===== config.mk =====
export PLATFORM = sky130hd
export DESIGN_NAME = mux16_rr_sched
export DESIGN_NICKNAME = d
export VERILOG_FILES = /design/src/rtl/mux16_sched_pkg.sv /design/src/rtl/mux16_rr_sched_rr_pick.sv /design/src/rtl/mux16_rr_sched.sv
export SDC_FILE = /design/constraint.sdc
export NUM_CORES = 1
export LEC_CHECK = 0
export ABC_AREA = 1
export CAP_MARGIN = 20
export CORE_MARGIN = 3
export CORE_UTILIZATION = 29
export CTS_CLUSTER_DIAMETER = 40
export DETAILED_ROUTE_END_ITERATION = 16
export DONT_BUFFER_PORTS = 1
export PLACE_DENSITY = 0.41
export SYNTH_ARGS = -nofsm -noshare
export SYNTH_HDL_FRONTEND = slang
export SYNTH_SLANG_ARGS = --single-unit

===== constraint.sdc =====
create_clock -name clk -period 4.8 [get_ports clk]
set_input_delay 0.96 -clock clk [delete_from_list [all_inputs] [get_ports clk]]
set_output_delay 0.96 -clock clk [all_outputs]
set_load 0.005 [all_outputs]

===== src/rtl/mux16_sched_pkg.sv =====
// Shared definitions for the round-robin scheduler in front of mux16to1.
//   N_REQ         : number of requesters sharing the multiplexer
//   SEL_W         : width of the multiplexer select
//   sched_state_t : scheduler FSM states
//   onehot()      : select index to one-hot grant vector
package mux16_sched_pkg;

    localparam int N_REQ = 16;
    localparam int SEL_W = 4;

    typedef enum logic {
        IDLE = 1'b0,
        HOLD = 1'b1
    } sched_state_t;

    function automatic logic [N_REQ-1:0] onehot(input logic [SEL_W-1:0] idx);
        return N_REQ'(1) << idx;
    endfunction

endpackage


===== src/rtl/mux16_rr_sched_rr_pick.sv =====
// rr_pick: combinational rotating priority encoder.
//   req   in  16 : request vector
//   ptr   in  4  : index with highest priority this round
//   found out 1  : at least one request is set
//   idx   out 4  : first set request scanning ptr, ptr+1, ... mod 16
module rr_pick
    import mux16_sched_pkg::*;
(
    input  logic [N_REQ-1:0] req,
    input  logic [SEL_W-1:0] ptr,
    output logic             found,
    output logic [SEL_W-1:0] idx
);

    logic [SEL_W-1:0] cand;

    // NOTE: every variable written in a combinational block gets a default
    // first, so no path through the block leaves it holding its old value
    // (which would infer a latch).
    always_comb begin
        found = 1'b0;
        idx   = '0;
        cand  = '0;
        for (int i = 0; i < N_REQ; i++) begin
            // Candidate index wraps naturally through the 4-bit addition.
            cand = ptr + SEL_W'(i);
            if (!found && req[cand]) begin
                found = 1'b1;
                idx   = cand;
            end
        end
    end

endmodule


===== src/rtl/mux16_rr_sched.sv =====
// mux16_rr_sched: round-robin scheduler driving the select of a shared
// 16:1 single-bit multiplexer. A grant is held until done, withdrawal of
// the granted request, or the hold timer expires; the fairness pointer
// then moves just past the released requester.
//   clk     in  1  : clock, rising edge
//   rst     in  1  : asynchronous active-high reset
//   req     in  16 : request vector
//   done    in  1  : consumer finished with the current grant
//   sel     out 4  : select for mux16to1 (index of granted requester)
//   grant   out 16 : one-hot grant while busy, else 0
//   busy    out 1  : grant active, sel valid
//   timeout out 1  : one-cycle pulse when the hold timer revokes a grant
module mux16_rr_sched
    import mux16_sched_pkg::*;
#(
    parameter int MAX_HOLD = 8,
    parameter int HOLD_W   = 4
) (
    input  logic             clk,
    input  logic             rst,
    input  logic [N_REQ-1:0] req,
    input  logic             done,
    output logic [SEL_W-1:0] sel,
    output logic [N_REQ-1:0] grant,
    output logic             busy,
    output logic             timeout
);

    localparam logic [HOLD_W-1:0] HOLD_LAST =
        (MAX_HOLD > 0) ? HOLD_W'(MAX_HOLD - 1) : '0;

    sched_state_t     state, state_n;
    logic [SEL_W-1:0] ptr, ptr_n;
    logic [HOLD_W-1:0] hold_cnt, hold_n;
    logic [SEL_W-1:0] sel_n;
    logic [N_REQ-1:0] grant_n;
    logic             busy_n, timeout_n;

    logic             pick_found;
    logic [SEL_W-1:0] pick_idx;
    logic             hold_hit;

    rr_pick u_pick (
        .req   (req),
        .ptr   (ptr),
        .found (pick_found),
        .idx   (pick_idx)
    );

    assign hold_hit = (MAX_HOLD != 0) && (hold_cnt == HOLD_LAST);

    always_comb begin
        state_n   = state;
        ptr_n     = ptr;
        hold_n    = hold_cnt;
        sel_n     = sel;
        grant_n   = grant;
        busy_n    = busy;
        timeout_n = 1'b0;
        case (state)
            IDLE: begin
                grant_n = '0;
                busy_n  = 1'b0;
                if (pick_found) begin
                    sel_n   = pick_idx;
                    grant_n = onehot(pick_idx);
                    busy_n  = 1'b1;
                    hold_n  = '0;
                    state_n = HOLD;
                end
            end
            HOLD: begin
                if (done || !req[sel] || hold_hit) begin
                    // Only a release caused purely by the timer is flagged.
                    timeout_n = !done && req[sel];
                    busy_n    = 1'b0;
                    grant_n   = '0;
                    ptr_n     = sel + 1'b1;
                    state_n   = IDLE;
                end else begin
                    hold_n = hold_cnt + 1'b1;
                end
            end
            default: state_n = IDLE;
        endcase
    end

    // NOTE: sequential state is updated with non-blocking assignments so all
    // registers see the values from before the edge, independent of order.
    always_ff @(posedge clk or posedge rst) begin
        if (rst) begin
            state    <= IDLE;
            ptr      <= '0;
            hold_cnt <= '0;
            sel      <= '0;
            grant    <= '0;
            busy     <= 1'b0;
            timeout  <= 1'b0;
        end else begin
            state    <= state_n;
            ptr      <= ptr_n;
            hold_cnt <= hold_n;
            sel      <= sel_n;
            grant    <= grant_n;
            busy     <= busy_n;
            timeout  <= timeout_n;
        end
    end

endmodule


==> impl_metrics.ini <==
[global_routing]
grt_max_degree = 32
use_met1_pct = 25.7
number_of_antenna_violations_at_the_first_check_in_global_routing = 0
grtUsageMet3_pct = 2.38
globalRouteTotalUtil_pct = 18.3
grt-busiest-layer = met2
global_route_congestion_overflow_total = 0
via_count_of_the_first_global_routing_pass = 3507
first_pass_grt_wire_length_um = 18700
groute.layer.met2.usage_pct = 29.6

[sta]
slew_violations = 0
layout_min_cycle_time_ns = 3.85
timing.slew.headroom_pct = 44.4
number_of_endpoints_with_negative_hold_slack_in_the_final_report = 0
maxClockFrequency_ghz = 0.259
tightest_slew_ns = 0.827
fin_setup_tns_ns = 0
period_share_pct = 80.3
timing.clock.skew_ns = 0.00654
setup_repair_after_global_routing_missed_its_margin = no
number_of_failing_setup_endpoints_in_the_final_timing_report = 0

[place]
buffer_ports.inserted = 0
dp_hpwl_um = 9380
place_congestion = 0.898

[die]
start_util_pct = 30.6
die_area_um2 = 13100
ioPinCount = 41
core_region_area_um2 = 11100
floorplan.die.width_um = 114
die_height_um = 114
std_cell_rows = 38

[clock_tree]
tritoncts = done
clock_sink_count = 31
clk_latency_ns = 0.28
cts_made_buffers = 5
post_cts.repair.setup_buffers = 0
cts_resized = 0
htree_num_levels = 2
cts-root-to-sink-buffers = 2
cts_root_buf = sky130_fd_sc_hd__clkbuf_16
cts-hold-fix-buffers = 0
clkSlewWorstSetupHoldPaths_ns = 0.05

[setup_path]
path_buf_inv = 2
critPathRequiredTime_ns = 5.01
reg_to_reg_endpoint = grant[11]
cp_data_arrival_time_ns = 4.07
rrSetupSlack_ns = 0.95
worstSetupStartpointType = flop
timing.critical_path.cells = inv_2 > ha_1 > inv_1 > nand3_1 > nand3_1 > nand3_1 > nand2_2 > nand4_2 > nor2_2 > nand4_2 > nor2_1 > nand4_1 > nor2_2 > nand2_1 > nor2_4 > nand3_1 > nand3_2 > nand2_1 > nor2_1 > nand2_1 > nand2_1
timing.critical_path.to_type = flop
timing.critical_path.slowest_stage_cell = sky130_fd_sc_hd__dfrtp_1
critPathMaxFanout = 20
r2r.worst_path.cells = 21
timing.setup.critical_path_class = reg2reg
rr_startpoint = ptr[0]
timing.critical_path.slowest_cell_delay_ns = 0.38
path_delay_family = simple AND/OR/NAND/NOR gates

[layout]
area_delta_synth_final_pct = 8.79
final_nets = 593
share_of_post_route_cells_with_drive_strength_above_1_pct = 10.2
antennaDiodeCount = 0

[synthesis]
synth.distinct_cells = 37
dominant_combinational_cell_family_by_area_after_synthesis = simple AND/OR/NAND/NOR gates
synth-seq-area-share_pct = 22.8
synth_compound_gate_area_share_pct = 6.99
synthMostInstantiatedCell = sky130_fd_sc_hd__nand2_1
mappedNetlistArea_um2 = 3400
synth.net_count = 592
synth_top_cell_by_area = sky130_fd_sc_hd__dfrtp_1
synth_ff_type = sky130_fd_sc_hd__dfrtp_1
number_of_instances_in_the_synthesized_netlist = 564
synth_simple_gate_area_share_pct = 55.3
synth_edf_count = 0
synthesis.yosys.warnings = 0
synth_mux_area_share_pct = 0.294
synth.top_cells.by_count = sky130_fd_sc_hd__nand2_1 (202), sky130_fd_sc_hd__nand3_1 (103), sky130_fd_sc_hd__nor2_1 (51)
avgSynthCellArea_um2 = 6.03
synth_fa_ha_area_share_pct = 3.31
synth.top_cells.by_area = sky130_fd_sc_hd__dfrtp_1 (23%), sky130_fd_sc_hd__nand2_1 (22%), sky130_fd_sc_hd__nand3_1 (15%)
yosys_register_bits = 31
synth-async-reset-ratio_pct = 100
parity_gate_share_of_the_synthesized_area_counting_xor_and_xnor_cells_pct = 2.83
synth_top_area_share_pct = 22.8

[drt]
detailroute.via_count = 3609
detail_route.iter0.violations = 244
route.detailed.wl_per_inst_um = 16.5
detailedRoute.firstPassIterationCount = 6
drc_violations = 0
drt_wl_total_um = 11600
vias_per_cell = 5.11
drt_antenna_net_count = 0

[hold_path]
worst_hold_path.num_cells = 2
hp-start = grant[2]
hold_path.class = reg2reg
worst_hold_path.endpoint = grant[2]

[outcome]
run_status = finished clean

[run]
max-cap-violations = 0
==> routing by layer <==
metal  vias to the layer above  wire length (um)
li1                       1833                 -
met3                        18               438
met4                         0               216
met1                      1664              5630
met2                        94              5360
met5                         -                 0
==> layout by cell type (no fill, tap or decap), types with 3 or more instances in the layout <==
master / instances
sky130_fd_sc_hd__a21oi_1: 6
sky130_fd_sc_hd__buf_4: 8
sky130_fd_sc_hd__clkbuf_16: 5
sky130_fd_sc_hd__dfrtp_1: 31
sky130_fd_sc_hd__ha_1: 9
sky130_fd_sc_hd__inv_1: 44
sky130_fd_sc_hd__inv_2: 11
sky130_fd_sc_hd__nand2_1: 202
sky130_fd_sc_hd__nand2_2: 6
sky130_fd_sc_hd__nand2_4: 3
sky130_fd_sc_hd__nand3_1: 103
sky130_fd_sc_hd__nand4_1: 11
sky130_fd_sc_hd__nand4_2: 3
sky130_fd_sc_hd__nand4_4: 3
sky130_fd_sc_hd__nor2_1: 51
sky130_fd_sc_hd__nor2_2: 6
sky130_fd_sc_hd__nor2_4: 6
sky130_fd_sc_hd__nor3_1: 3
sky130_fd_sc_hd__o211ai_1: 3
sky130_fd_sc_hd__o21ai_0: 16
sky130_fd_sc_hd__o21ai_1: 4
sky130_fd_sc_hd__xnor2_1: 3
sky130_fd_sc_hd__xor2_1: 8
==> flip-flops by register name (all words and copies together), names as in the netlist <==
signal,cells
busy,1
hold_cnt,4
timeout,1
state,1
grant,16
sel,4
ptr,4
==> cell families (layout without fill, tap and decap cells) <==
family	Yosys count	after routing
adder cells (fa/ha/maj)	9	9
AO/OA/AOI/OAI	39	39
XOR/XNOR	11	11
AND/OR/NAND/NOR	402	402
buffers and inverters	71	73
multiplexers	1	1
flip-flops	31	31
==> worst max-delay path by stage <==
stage	from	endpoint	slack (ns)	depth (start not counted)
2_1_floorplan	ptr[1]	grant[6]	1.51	24
3_3_place_gp	ptr[0]	grant[11]	0.92	21
3_5_place_dp	ptr[0]	grant[11]	0.96	21
4_1_cts	ptr[0]	grant[3]	0.96	21
5_1_grt	ptr[0]	grant[3]	0.56	21
6_report	ptr[0]	grant[11]	0.95	21
==> worst reg2reg max path: cells and delay by family (launching register included) <==
| kind | cells | cell delay [ns] |
|---|---|---|
| and+or+nand+nor | 18 | 2.51 |
| adders and majority gates | 1 | 0.31 |
| buffers and inverters | 2 | 0.60 |
| DFF | 1 | 0.38 |
==> per-stage QoR <==
stage	hold WS [ns]	utilization, %	instance area [um^2]	instances	worst slack, ns
after floorplan	0.472	-	3400	564	1.51
after global placement	0.496	32.0	3560	698	0.922
after detailed placement	0.495	32.0	3560	698	0.961
after CTS	0.516	33.3	3700	706	0.963
after global routing	0.546	33.3	3700	706	0.556
final	0.510	33.3	3700	706	0.945
==> final cells by class <==
class	count	area (um^2)
fillers	1271	7420
multi-input cells	462	2340
flip-flops and latches	31	776
inverters	57	214
well taps	140	175
clock buffers	7	133
repair buffers	8	60.1
clock inverters	1	5.00
Power is not shown: default switching activity piles up to over one toggle a cycle in this logic, so the estimate is an artifact.
